`config.mk`:
```
export PLATFORM = sky130hd
export DESIGN_NAME = fp_round_pack_flat
export DESIGN_NICKNAME = d
export VERILOG_FILES = /design/src/rtl/fp_round_pack_if.sv /design/src/rtl/fp_round_pack.sv /design/src/flat_wrapper.sv
export SDC_FILE = /design/constraint.sdc
export NUM_CORES = 1
export LEC_CHECK = 0
export BUFFER_PORTS_ARGS = -buffer_cell sky130_fd_sc_hd__buf_2
export CORE_AREA = 2 2 80 112
export CTS_CLUSTER_SIZE = 30
export DETAILED_ROUTE_END_ITERATION = 10
export DIE_AREA = 0 0 82 114
export PLACE_DENSITY = 0.76
export SYNTH_ARGS = -nofsm -noshare
export SYNTH_HDL_FRONTEND = slang
export SYNTH_SLANG_ARGS = --single-unit
```
`constraint.sdc`:
```
create_clock -name clk -period 4.62 [get_ports clk]
set_input_delay 0.924 -clock clk [delete_from_list [all_inputs] [get_ports clk]]
set_output_delay 0.924 -clock clk [all_outputs]
set_load 0.05 [all_outputs]
```
`src/rtl/fp_round_pack_if.sv`:
```
// Handshake bundle for fp_round_pack: raw product beat in, packed IEEE-754 word out.
interface fp_round_pack_if #(
  parameter int EXP_W = 10
);
  logic                    in_valid;
  logic                    in_ready;
  logic                    in_sign;
  logic signed [EXP_W-1:0] in_exp;
  logic [47:0]             in_mant;
  logic                    in_nan;
  logic                    in_inf;
  logic                    in_zero;

  logic                    out_valid;
  logic                    out_ready;
  logic [31:0]             out_z;
  logic                    nan;
  logic                    overflow;
  logic                    underflow;
  logic                    zero;
  logic                    inexact;

  // The rounding stage is the slave of the upstream multiplier.
  modport slave (
    input  in_valid, in_sign, in_exp, in_mant, in_nan, in_inf, in_zero, out_ready,
    output in_ready, out_valid, out_z, nan, overflow, underflow, zero, inexact
  );

  modport master (
    output in_valid, in_sign, in_exp, in_mant, in_nan, in_inf, in_zero, out_ready,
    input  in_ready, out_valid, out_z, nan, overflow, underflow, zero, inexact
  );
endinterface

```
`src/rtl/fp_round_pack.sv`:
```
// Normalize / round-to-nearest-even / pack stage behind the 24x24 significand multiplier.
// Two register stages with a valid/ready skid-free pipeline (throughput one beat per clock).
module fp_round_pack #(
  parameter int EXP_W    = 10,
  parameter bit FLUSH_UF = 1'b1
) (
  input  logic            clk,
  input  logic            rst_n,
  fp_round_pack_if.slave  bus
);

  localparam int EW = EXP_W + 1;
  localparam logic signed [EW-1:0] EXP_ONE  = EW'(1);
  localparam logic signed [EW-1:0] EXP_NIL  = '0;
  localparam logic signed [EW-1:0] EXP_MAX  = EW'(255);

  function automatic logic [24:0] round_ne(input logic [23:0] sig, input logic g,
                                           input logic s);
    logic up;
    up = g & (s | sig[0]);
    return {1'b0, sig} + {24'b0, up};
  endfunction

  function automatic logic [31:0] pack(input logic sign, input logic [7:0] e,
                                       input logic [22:0] frac);
    return {sign, e, frac};
  endfunction

  logic adv1, adv2;

  logic                 s1_valid_q;
  logic                 s1_sign_q;
  logic signed [EW-1:0] s1_exp_q;
  logic [23:0]          s1_sig_q;
  logic                 s1_g_q;
  logic                 s1_s_q;
  logic                 s1_nan_q;
  logic                 s1_inf_q;
  logic                 s1_zero_q;

  logic signed [EW-1:0] s1_exp_d;
  logic [23:0]          s1_sig_d;
  logic                 s1_g_d;
  logic                 s1_s_d;
  logic signed [EW-1:0] in_exp_ext;

  logic                 s2_valid_q;
  logic [31:0]          z_q;
  logic                 nan_q, ovf_q, unf_q, zero_q, inx_q;

  logic [31:0]          z_d;
  logic                 nan_d, ovf_d, unf_d, zero_d, inx_d;
  logic [24:0]          rnd;
  logic signed [EW-1:0] e_rnd;
  logic [22:0]          frac;

  assign adv2         = !s2_valid_q || bus.out_ready;
  assign adv1         = !s1_valid_q || adv2;
  assign bus.in_ready = adv1;

  assign in_exp_ext = {bus.in_exp[EXP_W-1], bus.in_exp};

  // ---- stage 1: normalize to a 24-bit significand with guard and sticky
  always_comb begin
    s1_sig_d = bus.in_mant[46:23];
    s1_g_d   = bus.in_mant[22];
    s1_s_d   = |bus.in_mant[21:0];
    s1_exp_d = in_exp_ext;
    if (bus.in_mant[47]) begin
      s1_sig_d = bus.in_mant[47:24];
      s1_g_d   = bus.in_mant[23];
      s1_s_d   = |bus.in_mant[22:0];
      s1_exp_d = in_exp_ext + EXP_ONE;
    end
  end

  always_ff @(posedge clk) begin
    if (!rst_n) begin
      s1_valid_q <= 1'b0;
      s1_sign_q  <= 1'b0;
      s1_exp_q   <= '0;
      s1_sig_q   <= '0;
      s1_g_q     <= 1'b0;
      s1_s_q     <= 1'b0;
      s1_nan_q   <= 1'b0;
      s1_inf_q   <= 1'b0;
      s1_zero_q  <= 1'b0;
    end else if (adv1) begin
      s1_valid_q <= bus.in_valid;
      if (bus.in_valid) begin
        s1_sign_q <= bus.in_sign;
        s1_exp_q  <= s1_exp_d;
        s1_sig_q  <= s1_sig_d;
        s1_g_q    <= s1_g_d;
        s1_s_q    <= s1_s_d;
        s1_nan_q  <= bus.in_nan;
        s1_inf_q  <= bus.in_inf;
        s1_zero_q <= bus.in_zero;
      end
    end
  end

  // ---- stage 2: round, classify and pack
  always_comb begin
    rnd    = round_ne(s1_sig_q, s1_g_q, s1_s_q);
    e_rnd  = s1_exp_q + (rnd[24] ? EXP_ONE : EXP_NIL);
    // A rounding carry leaves 1.000..0, so the stored fraction is all zero.
    frac   = rnd[24] ? 23'b0 : rnd[22:0];
    z_d    = pack(s1_sign_q, e_rnd[7:0], frac);
    nan_d  = 1'b0;
    ovf_d  = 1'b0;
    unf_d  = 1'b0;
    zero_d = 1'b0;
    inx_d  = s1_g_q | s1_s_q;
    if (s1_nan_q) begin
      z_d   = 32'h7FC0_0000;
      nan_d = 1'b1;
      inx_d = 1'b0;
    end else if (s1_inf_q) begin
      z_d   = pack(s1_sign_q, 8'hFF, 23'b0);
      ovf_d = 1'b1;
      inx_d = 1'b0;
    end else if (s1_zero_q) begin
      z_d    = pack(s1_sign_q, 8'h00, 23'b0);
      zero_d = 1'b1;
      inx_d  = 1'b0;
    end else if (e_rnd >= EXP_MAX) begin
      z_d   = pack(s1_sign_q, 8'hFF, 23'b0);
      ovf_d = 1'b1;
      inx_d = 1'b1;
    end else if (FLUSH_UF && (e_rnd <= EXP_NIL)) begin
      z_d    = pack(s1_sign_q, 8'h00, 23'b0);
      unf_d  = 1'b1;
      zero_d = 1'b1;
      inx_d  = 1'b1;
    end
  end

  always_ff @(posedge clk) begin
    if (!rst_n) begin
      s2_valid_q <= 1'b0;
      z_q        <= '0;
      nan_q      <= 1'b0;
      ovf_q      <= 1'b0;
      unf_q      <= 1'b0;
      zero_q     <= 1'b0;
      inx_q      <= 1'b0;
    end else if (adv2) begin
      s2_valid_q <= s1_valid_q;
      if (s1_valid_q) begin
        z_q    <= z_d;
        nan_q  <= nan_d;
        ovf_q  <= ovf_d;
        unf_q  <= unf_d;
        zero_q <= zero_d;
        inx_q  <= inx_d;
      end
    end
  end

  assign bus.out_valid = s2_valid_q;
  assign bus.out_z     = z_q;
  assign bus.nan       = nan_q;
  assign bus.overflow  = ovf_q;
  assign bus.underflow = unf_q;
  assign bus.zero      = zero_q;
  assign bus.inexact   = inx_q;

endmodule

```
`src/flat_wrapper.sv`:
```
// flat-port wrapper written by rule: the top's interface ports become plain ports
module fp_round_pack_flat 
#(
  parameter int EXP_W    = 10,
  parameter bit FLUSH_UF = 1'b1
)
  (clk, rst_n, bus_in_valid, bus_in_sign, bus_in_exp, bus_in_mant, bus_in_nan, bus_in_inf, bus_in_zero, bus_out_ready, bus_in_ready, bus_out_valid, bus_out_z, bus_nan, bus_overflow, bus_underflow, bus_zero, bus_inexact);
  fp_round_pack_if #(.EXP_W(EXP_W)) bus_i ();
  input  logic clk;
  input  logic rst_n;
  input wire logic [$bits(bus_i.in_valid)-1:0] bus_in_valid;
  input wire logic [$bits(bus_i.in_sign)-1:0] bus_in_sign;
  input wire logic [$bits(bus_i.in_exp)-1:0] bus_in_exp;
  input wire logic [$bits(bus_i.in_mant)-1:0] bus_in_mant;
  input wire logic [$bits(bus_i.in_nan)-1:0] bus_in_nan;
  input wire logic [$bits(bus_i.in_inf)-1:0] bus_in_inf;
  input wire logic [$bits(bus_i.in_zero)-1:0] bus_in_zero;
  input wire logic [$bits(bus_i.out_ready)-1:0] bus_out_ready;
  output wire logic [$bits(bus_i.in_ready)-1:0] bus_in_ready;
  output wire logic [$bits(bus_i.out_valid)-1:0] bus_out_valid;
  output wire logic [$bits(bus_i.out_z)-1:0] bus_out_z;
  output wire logic [$bits(bus_i.nan)-1:0] bus_nan;
  output wire logic [$bits(bus_i.overflow)-1:0] bus_overflow;
  output wire logic [$bits(bus_i.underflow)-1:0] bus_underflow;
  output wire logic [$bits(bus_i.zero)-1:0] bus_zero;
  output wire logic [$bits(bus_i.inexact)-1:0] bus_inexact;
  assign bus_i.in_valid = bus_in_valid;
  assign bus_i.in_sign = bus_in_sign;
  assign bus_i.in_exp = bus_in_exp;
  assign bus_i.in_mant = bus_in_mant;
  assign bus_i.in_nan = bus_in_nan;
  assign bus_i.in_inf = bus_in_inf;
  assign bus_i.in_zero = bus_in_zero;
  assign bus_i.out_ready = bus_out_ready;
  assign bus_in_ready = bus_i.in_ready;
  assign bus_out_valid = bus_i.out_valid;
  assign bus_out_z = bus_i.out_z;
  assign bus_nan = bus_i.nan;
  assign bus_overflow = bus_i.overflow;
  assign bus_underflow = bus_i.underflow;
  assign bus_zero = bus_i.zero;
  assign bus_inexact = bus_i.inexact;
  fp_round_pack #(.EXP_W(EXP_W), .FLUSH_UF(FLUSH_UF)) u_core (.clk(clk), .rst_n(rst_n), .bus(bus_i));
endmodule
```
== After elaboration in Yosys (flattened, before gate mapping) ==
Index checks and enable logic that the tools add are counted.

* Flip-flop bits (word level): 80
* Bits in latches: 0
* Memory bits (writable): 0
* Bits in read-only memories: 0
* Input port bits: 66
* Output and inout bits: 39
* Memories: 0

* Add/sub/neg operators: 3
* Multiply operators: 0
* Div/mod/pow operators: 0
* Magnitude comparators: 2
* Eq/ne operators: 0
* Shifts and indexed selects: 0
* Muxes and demuxes: 29
* Bitwise logic cells: 3
* Reduce and logical (&&, ||, !) cells: 8

{| class="wikitable"
|+ Operators with widths
! kind !! count
|-
| 2-to-1 mux 31 bit || 4
|-
| 2-to-1 mux 32 bit || 1
|-
| adder 24 x 1 -> 25 bit || 1
|-
| 2-to-1 mux 24 bit || 1
|-
| 2-to-1 mux 23 bit || 1
|-
| OR reduction 23 bit || 1
|-
| OR reduction 22 bit || 1
|-
| 2-to-1 mux 1 bit || 21
|-
| adder 10 x 2 -> 11 bit (second input constant) || 1
|-
| adder 11 bit || 1
|-
| greater-or-equal comparator 11 x 9 -> 1 bit (second input constant) || 1
|-
| <= comparator 11 x 1 -> 1 bit (second input constant) || 1
|-
| 2-to-1 mux 11 bit || 1
|-
| AND reduction 2 bit || 2
|-
| logical NOT 1 bit || 2
|-
| logical OR 1 bit || 2
|-
| bitwise OR 1 bit || 2
|-
| bitwise AND 1 bit || 1
|}

== Depth between registers and ports, before layout ==
* Word-level depth: 11
* Gate-level depth with buffers: 17

== Worst setup path after synthesis ==
Ideal clock, no wire load.

* Path type: register to register
* Start: reg u_core.s1_sig_q[0]
* End: reg u_core.z_q[23], in the netlist u_core.bus.out_z[23]
* Library setup time: 119 ps
* Arrival time: 3,592 ps
* Required time: 4,501 ps
* Setup slack: 909 ps
* Cell stages (with the launch flop): 18
* Path buffers: 2
* Path through: dfxtp_1 > o21a_1 > ha_1 > ha_1 > nand3_1 > nor2_1 > nand3_4 > nor4_1 > ha_1 > ha_1 > nand3_2 > nor4_1 > or3_1 > buf_6 > a21oi_2 > or4_4 > buf_6 > o221a_1

* Word-level cells in the longest chain between the ends: 11
* Elaborated cells on any way between the ends: 12

{| class="wikitable"
|+ Ends and longest elaborated chain
! element !! line !! RTL
|-
| start: declaration || fp_round_pack.sv:34 || <nowiki>logic [23:0] s1_sig_q;</nowiki>
|-
| start signal: assignment || fp_round_pack.sv:93 || <nowiki>s1_sig_q <= s1_sig_d;</nowiki>
|-
| bitwise OR 1 bit || fp_round_pack.sv:20 || <nowiki>up = g & (s | sig[0]);</nowiki>
|-
| bitwise AND 1 bit || fp_round_pack.sv:20 ||
|-
| adder 24 x 1 -> 25 bit (*) || fp_round_pack.sv:21 || <nowiki>return {1'b0, sig} + {24'b0, up};</nowiki>
|-
| 2-to-1 mux 1 bit (*) || fp_round_pack.sv:106 || <nowiki>e_rnd = s1_exp_q + (rnd[24] ? EXP_ONE : EXP_NIL);</nowiki>
|-
| adder 11 bit (*) || fp_round_pack.sv:106 ||
|-
| <= comparator 11 x 1 -> 1 bit || fp_round_pack.sv:131 || <nowiki>end else if (FLUSH_UF && (e_rnd <= EXP_NIL)) begin</nowiki>
|-
| 2-to-1 mux 31 bit || fp_round_pack.sv:131 ||
|-
| 2-to-1 mux 31 bit (*) || fp_round_pack.sv:127 || <nowiki>end else if (e_rnd >= EXP_MAX) begin</nowiki>
|-
| 2-to-1 mux 31 bit (*) || fp_round_pack.sv:123 || <nowiki>end else if (s1_zero_q) begin</nowiki>
|-
| 2-to-1 mux 31 bit (*) || fp_round_pack.sv:119 || <nowiki>end else if (s1_inf_q) begin</nowiki>
|-
| 2-to-1 mux 32 bit (*) || fp_round_pack.sv:115 || <nowiki>if (s1_nan_q) begin</nowiki>
|-
| end signal: assignment || fp_round_pack.sv:151 || <nowiki>z_q <= z_d;</nowiki>
|-
| end: declaration || fp_round_pack.sv:48 || <nowiki>logic [31:0] z_q;</nowiki>
|}

Every way passes the cells marked *; elsewhere a longest branch is shown, timed or not.
A chain may end at the register's enable or synchronous reset.

== Final worst setup path ==
* Start: reg u_core.s1_sig_q[0]
* End: reg u_core.z_q[25], in the netlist u_core.bus.out_z[25]

Same word-level chain as after synthesis.

==> impl_metrics.ini <==
[run_status]
status = complete, no violations

[critical_path]
path_max_fanout = 8
cp.arrival_ns = 4.49
crit_chain = o21a_1 > ha_1 > ha_1 > nand3_1 > nor2_1 > nand3_4 > nor4_1 > ha_1 > ha_1 > nand3_2 > nor4_1 > or3_1 > a21oi_2 > or4_4 > o221a_1
reg2reg_from = u_core.s1_sig_q[0]
critPathKind = reg2reg
cp_slowest_cell = or4_4
cpMostUsedCell = ha_1
cp-startpoint = u_core.s1_sig_q[0]
critPathCaptureType = flop
cp-start-kind = flop
crit_required_ns = 4.84
slowest_delay_ns = 0.54

[global_route]
antenna_found_initial = 0
grt_pass1_vias = 3724
overflow = 0
grt_usage = 0.234
grt_max_degree = 55
grt_pass1_wl_um = 17200

[cts]
cts_setup_buffers = 0
cts-hold-fix-buffers = 0
cts_tree = built
cts-resized-gates = 0
numCtsBuffers = 9
clock_path_buffers = 2
cts.htree.levels = 3
cts.sinks = 80
path_clk_slew_ns = 0.06
clock_latency_ns = 0.34
clockRootBuffer = clkbuf_16

[floorplanning]
initial_core_util = 0.522
rows = 40
die_area_sq_um = 9350
dieHeight_um = 114
core-area_sq_um = 8410
ios = 105
chipWidth_um = 82

[logic_synthesis]
synthDistinctLibCells = 62
ys_warn_count = 0
netlist_area_sq_um = 4390
synth_top_area_frac = 0.365
syn_nets = 555
ys_seq_area_frac = 0.365
ys_ff_latch = 80
synth_common_cells = 80 x dfxtp_1, 80 x nand2_1, 34 x o211a_1
synthCells = 484
async_reset_ff_frac = 0
yosys.area.top_type = dfxtp_1
synthTopCellsByArea = dfxtp_1 36%, o211a_1 7.8%, nand2_1 6.8%
ys.flop_type = dfxtp_1
syn-mean-instance-area_sq_um = 9.07
synth-edff-count = 0

[place]
place_area_sq_um = 4880
preCtsSetupSlack_ns = 0.392
port_buffers = 104
placed_cells = 659
hpwl_um = 7540
gp_congestion = 0.841

[finish]
nets = 640
area_delta_synth_final_pct = 18.9
layout.cells.non_filler = 679
antennaDiodeCount = 0
final_cell_area_sq_um = 5220
drive_gt1_frac = 0.256
final.fill_count = 728

[routing]
wl_met3_um = 419
vias = 3901
wl_met2_um = 5420
topRoutingLayerUsed = met4
totalWireLength_um = 10400
dr.pass1.iters = 4
drt_iter0_drc = 212
drc = 0
viasPerCell = 5.75
wl_per_cell_um = 15.3
wl_met1_um = 4350
final_antenna_net_count = 0

[power]
power_frac_seq = 0.430
powerDensity_nw_per_um2 = 345
switching_share = 0.266
p_clk_frac = 0.414
p_int_mw = 1.32
p_comb_frac = 0.155
total_power_mw = 1.80
vdd_ir_drop_max_mv = 0.213
p_sw_mw = 0.479
p_leak_nw = 2.49

[min_path]
hp-class = reg2reg
hold_start = u_core.bus.out_z[19]

[timing]
rsz0062_at_grt = false
finalWorstSetupSlack_ns = 0.354
hold_violations = 0
setup_viol = 0
min_period_over_period = 0.923
fmax_mhz = 234
slew_headroom = 0.409
period_minus_slack_ns = 4.27
tns_ns = 0
worst_pin_slew_ns = 0.887
slew_viol_final = 0
final.setup_skew_ns = 0.00657

[job]
drv_cap = 0
==> power by group through the flow <==
stage	combinational, mW	clock [mW]	sequential [mW]
6_report	0.280	0.745	0.775
5_1_grt	0.308	0.779	0.780
4_1_cts	0.273	0.754	0.774
3_5_place_dp	0.271	0	0.789
3_3_place_gp	0.266	0	0.787
2_1_floorplan	0.173	0	0.811
==> registers in the layout, indices dropped and copies added, names as in the netlist <==
signal / flops
u_core.bus.zero: 1
u_core.s1_nan_q: 1
u_core.bus.out_z: 32
u_core.bus.underflow: 1
u_core.s1_g_q: 1
u_core.s1_valid_q: 1
u_core.s1_zero_q: 1
u_core.s1_s_q: 1
u_core.bus.overflow: 1
u_core.bus.out_valid: 1
u_core.s1_inf_q: 1
u_core.s1_sign_q: 1
u_core.bus.inexact: 1
u_core.s1_sig_q: 24
u_core.bus.nan: 1
u_core.s1_exp_q: 11
==> final cells by class <==
| cell class | instances | area (sq um) | area share |
|---|---|---|---|
| Tap cell | 105 | 131 | 0.0252 |
| Timing Repair Buffer | 112 | 581 | 0.111 |
| Inverter | 4 | 15.0 | 0.00288 |
| Multi-Input combinational cell | 362 | 2580 | 0.494 |
| Clock inverter | 5 | 81.3 | 0.0156 |
| Sequential cell | 80 | 1600 | 0.307 |
| Clock buffer | 11 | 233 | 0.0446 |
==> critical path, delay by kind of cell (launching register included) <==
kind | cells | cell delay [ns]
adder cells (fa/ha/maj) | 4 | 1.05
flip-flops | 1 | 0.35
AO/OA/AOI/OAI | 3 | 0.45
AND/OR/NAND/NOR | 8 | 2.28
==> kinds of logic (layout without fill, tap and decap cells) <==
kind of cell    count (synthesis)  count (layout)  synth area share
flops                          80              80             0.365
simple gates                  190             190             0.224
xor+xnor                       36              36            0.0718
mux                            25              25            0.0570
buf+inv                        42             132            0.0484
fa+ha+maj                       5               5            0.0142
compound gates                106             106             0.220
==> through the flow <==
stage | hold WS, ns | util
global route | 0.484 | 0.621
global placement | 0.444 | 0.580
detailed placement | 0.445 | 0.580
finish | 0.458 | 0.621
CTS | 0.458 | 0.617
floorplan | 0.444 | -
==> cell usage in the layout, fill, tap and decap left out, drive strengths merged, types with 5 or more instances in the layout <==
master,synthesis,routed
xor2,14,14
nor4,7,7
nand4,6,6
a21oi,5,5
dfxtp,80,80
o221a,8,8
buf,15,112
mux2i,25,25
nor2b,16,16
and3,12,12
ha,5,5
nand3,18,18
o211a,34,34
o21ai,12,12
nand2,80,80
nor3,8,8
clkbuf,23,11
a21boi,9,9
a32oi,13,13
nor2,20,20
and2,5,5
xnor2,22,22
==> path summary, 6_finish.rpt <==
check / slack, ns / end / cells after the start
setup reg to reg: 0.35 / u_core.bus.out_z[25] / 15
hold / removal: 0.46 / u_core.bus.out_z[19] / 2
hold reg to reg: 0.46 / u_core.bus.out_z[19] / 2
setup / recovery: 0.35 / u_core.bus.out_z[25] / 15
==> metal layers <==
metal / global-route usage / vias up
met2: 0.414 / 88
met4: 0.0844 / 0
li1: - / 1935
met5: 0 / -
met3: 0.0475 / 19
met1: 0.272 / 1859
Power figures use the tool's default switching activity.
